`src/rtl/seg7_pkg.sv`:
```
// Shared types and segment constants for the 7-segment scan reader.
// Patterns are active-low, bit0=a ... bit6=g.
package seg7_pkg;

    typedef logic [6:0] seg7_t;
    typedef logic [3:0] bcd_t;

    localparam seg7_t SEG_0     = 7'h40;
    localparam seg7_t SEG_1     = 7'h79;
    localparam seg7_t SEG_2     = 7'h24;
    localparam seg7_t SEG_3     = 7'h30;
    localparam seg7_t SEG_4     = 7'h19;
    localparam seg7_t SEG_5     = 7'h12;
    localparam seg7_t SEG_6     = 7'h02;
    localparam seg7_t SEG_7     = 7'h78;
    localparam seg7_t SEG_8     = 7'h00;
    localparam seg7_t SEG_9     = 7'h10;
    localparam seg7_t SEG_BLANK = 7'h7F;
    localparam bcd_t  BCD_BLANK = 4'hF;

endpackage

```
`src/rtl/seg7_scan_reader_if.sv`:
```
// Bus between the multiplexed display side (master) and the scan reader (slave).
interface seg7_scan_reader_if #(
    parameter int NUM_DIGITS = 2
);
    import seg7_pkg::*;

    seg7_t                   seg_n;
    logic [NUM_DIGITS-1:0]   dig_sel;
    logic                    strobe;
    logic                    err_clr;
    logic [4*NUM_DIGITS-1:0] bcd;
    logic                    valid;
    logic                    update;
    logic                    pattern_err;

    modport master (
        output seg_n, dig_sel, strobe, err_clr,
        input  bcd, valid, update, pattern_err
    );

    modport slave (
        input  seg_n, dig_sel, strobe, err_clr,
        output bcd, valid, update, pattern_err
    );

endinterface

```
`src/rtl/seg7_to_bcd.sv`:
```
// Combinational segment-pattern decoder. With SEG_BLANK_EN defined the
// all-off pattern decodes to BCD_BLANK; otherwise it is reported as a miss.
module seg7_to_bcd
    import seg7_pkg::*;
(
    input  seg7_t seg_n,
    output logic  hit,
    output bcd_t  bcd
);

    // Pattern lookup; anything outside the table is a miss
    always_comb begin
        hit = 1'b1;
        bcd = 4'd0;
        case (seg_n)
            SEG_0:     bcd = 4'd0;
            SEG_1:     bcd = 4'd1;
            SEG_2:     bcd = 4'd2;
            SEG_3:     bcd = 4'd3;
            SEG_4:     bcd = 4'd4;
            SEG_5:     bcd = 4'd5;
            SEG_6:     bcd = 4'd6;
            SEG_7:     bcd = 4'd7;
            SEG_8:     bcd = 4'd8;
            SEG_9:     bcd = 4'd9;
`ifdef SEG_BLANK_EN
            SEG_BLANK: bcd = BCD_BLANK;
`endif
            default: begin
                hit = 1'b0;
                bcd = 4'd0;
            end
        endcase
    end

endmodule

```
`src/rtl/seg7_scan_reader.sv`:
```
// Recovers per-digit BCD values from a multiplexed active-low 7-segment bus,
// committing a digit only after STABLE_SCANS identical samples. Honours SEG_BLANK_EN.
module seg7_scan_reader
    import seg7_pkg::*;
#(
    parameter int NUM_DIGITS   = 2,
    parameter int STABLE_SCANS = 3
)(
    input logic               clk,
    input logic               rst_n,
    seg7_scan_reader_if.slave bus
);

    localparam logic [3:0] STABLE_CNT = 4'(STABLE_SCANS);

    logic                    hit_s;
    bcd_t                    dec_s;
    logic                    sample_s;
    logic                    set_err_s;
    logic                    change_s;
    bcd_t                    cand_r     [NUM_DIGITS];
    logic [3:0]              cnt_r      [NUM_DIGITS];
    bcd_t                    cand_nxt_s [NUM_DIGITS];
    logic [3:0]              cnt_nxt_s  [NUM_DIGITS];
    logic [NUM_DIGITS-1:0]   commit_s;
    logic [NUM_DIGITS-1:0]   seen_r;
    logic [NUM_DIGITS-1:0]   seen_nxt_s;
    logic [4*NUM_DIGITS-1:0] bcd_r;
    logic [4*NUM_DIGITS-1:0] bcd_nxt_s;
    logic                    valid_r;
    logic                    update_r;
    logic                    err_r;

    seg7_to_bcd u_dec (
        .seg_n (bus.seg_n),
        .hit   (hit_s),
        .bcd   (dec_s)
    );

    // Stability filter and commit decision for the selected digit
    always_comb begin
        sample_s   = bus.strobe && $onehot(bus.dig_sel);
        set_err_s  = sample_s && !hit_s;
        change_s   = 1'b0;
        seen_nxt_s = seen_r;
        bcd_nxt_s  = bcd_r;
        for (int i = 0; i < NUM_DIGITS; i++) begin
            cand_nxt_s[i] = cand_r[i];
            cnt_nxt_s[i]  = cnt_r[i];
            commit_s[i]   = 1'b0;
            if (sample_s && bus.dig_sel[i]) begin
                if (!hit_s) begin
                    cnt_nxt_s[i] = 4'd0;
                end else if (dec_s == cand_r[i]) begin
                    if (cnt_r[i] < STABLE_CNT) begin
                        cnt_nxt_s[i] = cnt_r[i] + 4'd1;
                    end else begin
                        cnt_nxt_s[i] = cnt_r[i];
                    end
                end else begin
                    cand_nxt_s[i] = dec_s;
                    cnt_nxt_s[i]  = 4'd1;
                end
                commit_s[i] = hit_s && (cnt_nxt_s[i] == STABLE_CNT);
            end else begin
                commit_s[i] = 1'b0;
            end
            // A saturated re-commit of an already-seen value is silent
            if (commit_s[i] && ((cand_nxt_s[i] != bcd_r[4*i +: 4]) || !seen_r[i])) begin
                bcd_nxt_s[4*i +: 4] = cand_nxt_s[i];
                seen_nxt_s[i]       = 1'b1;
                change_s            = 1'b1;
            end else begin
                bcd_nxt_s[4*i +: 4] = bcd_r[4*i +: 4];
            end
        end
    end

    // Filter state, committed digits and registered status outputs
    always_ff @(posedge clk or negedge rst_n) begin
        if (!rst_n) begin
            for (int i = 0; i < NUM_DIGITS; i++) begin
                cand_r[i] <= 4'd0;
                cnt_r[i]  <= 4'd0;
            end
            seen_r   <= '0;
            bcd_r    <= '0;
            valid_r  <= 1'b0;
            update_r <= 1'b0;
            err_r    <= 1'b0;
        end else begin
            for (int i = 0; i < NUM_DIGITS; i++) begin
                cand_r[i] <= cand_nxt_s[i];
                cnt_r[i]  <= cnt_nxt_s[i];
            end
            seen_r   <= seen_nxt_s;
            bcd_r    <= bcd_nxt_s;
            valid_r  <= &seen_nxt_s;
            update_r <= change_s;
            if (set_err_s) begin
                err_r <= 1'b1;
            end else if (bus.err_clr) begin
                err_r <= 1'b0;
            end else begin
                err_r <= err_r;
            end
        end
    end

    assign bus.bcd         = bcd_r;
    assign bus.valid       = valid_r;
    assign bus.update      = update_r;
    assign bus.pattern_err = err_r;

endmodule
```
`src/flat_wrapper.sv`:
```
// flat-port wrapper written by rule: the top's interface ports become plain ports
module seg7_scan_reader_flat import seg7_pkg::*;
#(
    parameter int NUM_DIGITS   = 2,
    parameter int STABLE_SCANS = 3
)
  (clk, rst_n, bus_seg_n, bus_dig_sel, bus_strobe, bus_err_clr, bus_bcd, bus_valid, bus_update, bus_pattern_err);
  seg7_scan_reader_if #(.NUM_DIGITS(NUM_DIGITS)) bus_i ();
  input logic clk;
  input logic rst_n;
  input wire logic [$bits(bus_i.seg_n)-1:0] bus_seg_n;
  input wire logic [$bits(bus_i.dig_sel)-1:0] bus_dig_sel;
  input wire logic [$bits(bus_i.strobe)-1:0] bus_strobe;
  input wire logic [$bits(bus_i.err_clr)-1:0] bus_err_clr;
  output wire logic [$bits(bus_i.bcd)-1:0] bus_bcd;
  output wire logic [$bits(bus_i.valid)-1:0] bus_valid;
  output wire logic [$bits(bus_i.update)-1:0] bus_update;
  output wire logic [$bits(bus_i.pattern_err)-1:0] bus_pattern_err;
  assign bus_i.seg_n = bus_seg_n;
  assign bus_i.dig_sel = bus_dig_sel;
  assign bus_i.strobe = bus_strobe;
  assign bus_i.err_clr = bus_err_clr;
  assign bus_bcd = bus_i.bcd;
  assign bus_valid = bus_i.valid;
  assign bus_update = bus_i.update;
  assign bus_pattern_err = bus_i.pattern_err;
  seg7_scan_reader #(.NUM_DIGITS(NUM_DIGITS), .STABLE_SCANS(STABLE_SCANS)) u_core (.clk(clk), .rst_n(rst_n), .bus(bus_i));
endmodule
```
`config.mk`:
```
export PLATFORM = sky130hd
export DESIGN_NAME = seg7_scan_reader_flat
export DESIGN_NICKNAME = d
export VERILOG_FILES = /design/src/rtl/seg7_pkg.sv /design/src/rtl/seg7_scan_reader_if.sv /design/src/rtl/seg7_to_bcd.sv /design/src/rtl/seg7_scan_reader.sv /design/src/flat_wrapper.sv
export SDC_FILE = /design/constraint.sdc
export NUM_CORES = 1
export LEC_CHECK = 0
export ABC_AREA = 1
export BUFFER_PORTS_ARGS = -buffer_cell sky130_fd_sc_hd__clkbuf_2
export CAP_MARGIN = 10
export CORE_AREA = 3 3 76 78
export CTS_CLUSTER_SIZE = 16
export DETAILED_ROUTE_END_ITERATION = 16
export DIE_AREA = 0 0 79 81
export PLACE_DENSITY = 0.66
export SLEW_MARGIN = 40
export SYNTH_ARGS = -nofsm -noshare
export SYNTH_HDL_FRONTEND = slang
export SYNTH_SLANG_ARGS = --single-unit
```
`constraint.sdc`:
```
create_clock -name clk -period 2.9 [get_ports clk]
set_input_delay 0.58 -clock clk [delete_from_list [all_inputs] [get_ports clk]]
set_output_delay 0.58 -clock clk [all_outputs]
set_load 0.02 [all_outputs]
```
==> impl_metrics.tcl <==
set metrics [dict create \
    hpwlAfterDp_microns 3587 \
    hold_viol_final 0 \
    finClkSkew_ps 1.687 \
    leakage_nw 1.294 \
    grt_pass1_wl_microns 8224 \
    post-route-period-util_pct 76.11 \
    path_class "primary input to flip-flop" \
    worst_pin_slew_ps 670.0 \
    synth_seq_area_share_pct 35.13 \
    drcViolationCount 0 \
    clock_sinks 29 \
    maxCapViolCount 0 \
    setup_violations 0 \
    worst-path-max-fanout 18 \
    areaGrowthSynthToFinish_pct 13.14 \
    fmax_ghz 0.4530 \
    syn_area_sq_um 2066 \
    setup_ws_ps 692.7 \
    die_height_microns 81 \
    status "completed" \
    rsz0062_at_grt "false" \
    met1_usage_pct 19.31 \
    multiInputGateArea_sq_um 1160 \
    relSlewSlack_pct 55.34 \
    fillers 578 \
    num_rows 26 \
    clk_pin_slew_worst_paths_ps 60 \
    fp.dieW_microns 79 \
    power_mw 0.9599 \
    sw_frac_of_total_pct 31.29 \
    use_met3_pct 2.882 \
    die_area_sq_um 6399 \
    p_clk_share_pct 33.3 \
    drv_slew 0 \
    grtUsageMet2_pct 28.45 \
    routed_wirelength_microns 4556 \
    finalSetupTns_ps 0 \
    antenna_found_initial 0 \
    fin_area_sq_um 2337 \
    startpoint_type "primary input" \
    post-place-ws_ps 370.1 \
    track_usage_pct 16.17 \
    critical_path_required_ps 3070 \
    layout_commonest_cell "nand2_1" \
    drt_pass1_iterations 5 \
    r2r-start "u_core.cnt_r[0]" \
    pin_count 24 \
    utilization_pct 45.47 \
    tritoncts "done" \
    vias 1954 \
    fin_hold_ws_ps 332.1 \
    mostFrequentLayoutCells "nand2_1 (98), inv_1 (42), nand3_1 (40)" \
    arrival_ps 2380 \
    nets 352 \
    ant_nets 0 \
    switching_power_mw 0.3004 \
    syn_nets 323 \
    drt_iter0_drc 76 \
    gp_congestion 0.8480 \
    crit_start "bus_seg_n[1]" \
    viasPerCell 4.789 \
    top_usage_layer "met2" \
    cts_buffers 5 \
    placedCellCount 400 \
    dpl_cell_area_sq_um 2257 \
    p_seq_share_pct 45.5 \
    grt_max_degree 30 \
    cts_resized 0 \
    fin_cells 408 \
    start_util_pct 40.19 \
    endpoint_kind "flip-flop" \
    n_antenna_cell 0 \
    first_global_vias 1933 \
    timing.final.crit_period_ps 2207 \
    yosysUniqueCellTypes 27 \
    hold_class "primary input to asynchronous set/reset pin" \
    syn_avg_cell_area_sq_um 6.707 \
    drt-wirelength-per-cell_microns 11.17 \
    ir_drop_uv 259.6 \
    grt-ovfl-total 0 \
    ys_warn_count 0 \
    power_density_nw_per_um2 410.7 \
    synthCells 308 \
    p_int_mw 0.6595 \
    hold_buffers 0 \
    cts_root_buf "clkbuf_8" \
    pwr-share-comb_pct 21.3 \
    portBuffers 23 \
    clkLatencyLatePin_ps 280 \
    coreArea_sq_um 5140 \
    clock_path_buffers 2 \
    ys_ff_latch 29 \
    regArea_sq_um 725.7 \
    post_cts_buffers 0 \
    drive_gt1_share_pct 19.53 \
    cts_max_level 2 \
]
metal layers:
layer / vias to the layer above / wire [microns]
li1: 1015 / -
met3: 10 / 186
met4: 0 / 118
met1: 883 / 2063
met2: 46 / 2188
met5: - / 0
cell families after synthesis:
logic type,count (synthesis),share of synthesized area (%)
buf+inv,46,8.722
compound gates,9,2.665
flops,29,35.13
fa+ha+maj,2,1.211
mux,1,0.5451
simple gates,216,49.61
xor+xnor,5,2.120
cells in the mapped netlist:
cell type	instances	area [sq um]
nand2_1	98	367.9
inv_1	42	157.7
nand3_1	40	200.2
nor2_1	38	142.6
dfrtp_1	29	725.7
nor2_2	12	75.07
nand2_2	9	56.30
nor2_4	5	56.30
xnor2_1	5	43.79
o21ai_0	4	20.02
nand3_2	3	30.03
nand3b_1	3	22.52
ha_1	2	25.02
inv_2	2	7.510
nand2_4	2	22.52
nand4_1	2	12.51
o21ai_2	2	17.52
a21oi_1	1	5.000
and2_1	1	6.260
buf_6	1	11.26
clkinv_1	1	3.750
mux2_2	1	11.26
nand3_4	1	17.52
nor3_1	1	5.000
nor3_2	1	10.01
o211ai_1	1	7.510
o21ai_1	1	5.000
sequential cells by signal, summed over array words and instances, names as in the netlist:
name	cells
u_core.bus.pattern_err	1
u_core.bus.bcd	8
u_core.cnt_r	8
u_core.bus.valid	1
u_core.bus.update	1
u_core.seen_r	2
u_core.cand_r	8
critical path, cell delays in order:
cell and delay [ps]:
clkbuf_2 130, nor2_4 150, nand2_2 120, nor2_4 180, nor2_1 100, nand3_4 220, inv_1 120, nor3_2 250
nand2_1 120, nor2_4 150, nand2_2 110, nand2_1 70, nand2_1 50
path summary, 6_finish.rpt:
kind                                     endpoint  slack, ps  depth (start not counted)
max in group asynchronous        u_core.cand_r[1]       2130                          1
min                              u_core.cand_r[5]        330                          1
max reg2reg                     u_core.bus.bcd[7]        980                         11
min reg2reg                     u_core.bus.bcd[3]        510                          2
max                             u_core.bus.bcd[7]        690                         13
min in group clk           u_core.bus.pattern_err        490                          2
final cells by class:
| cell class | count | area share (%) |
|---|---|---|
| Multi-Input combinational cell | 233 | 49.63 |
| Clock buffer | 8 | 3.426 |
| Inverter | 45 | 7.227 |
| Timing Repair Buffer | 23 | 4.925 |
| Sequential cell | 29 | 31.05 |
| Tap cell | 70 | 3.747 |
power by group through the flow:
stage / logic (mW) / clock network, mW / registers, mW
floorplan: 0.149 / 0 / 0.442
CTS: 0.206 / 0.330 / 0.436
finish: 0.204 / 0.319 / 0.436
global placement: 0.202 / 0 / 0.444
detailed placement: 0.204 / 0 / 0.444
global route: 0.233 / 0.349 / 0.439
Note: power is estimated with default switching activity, not from simulation.
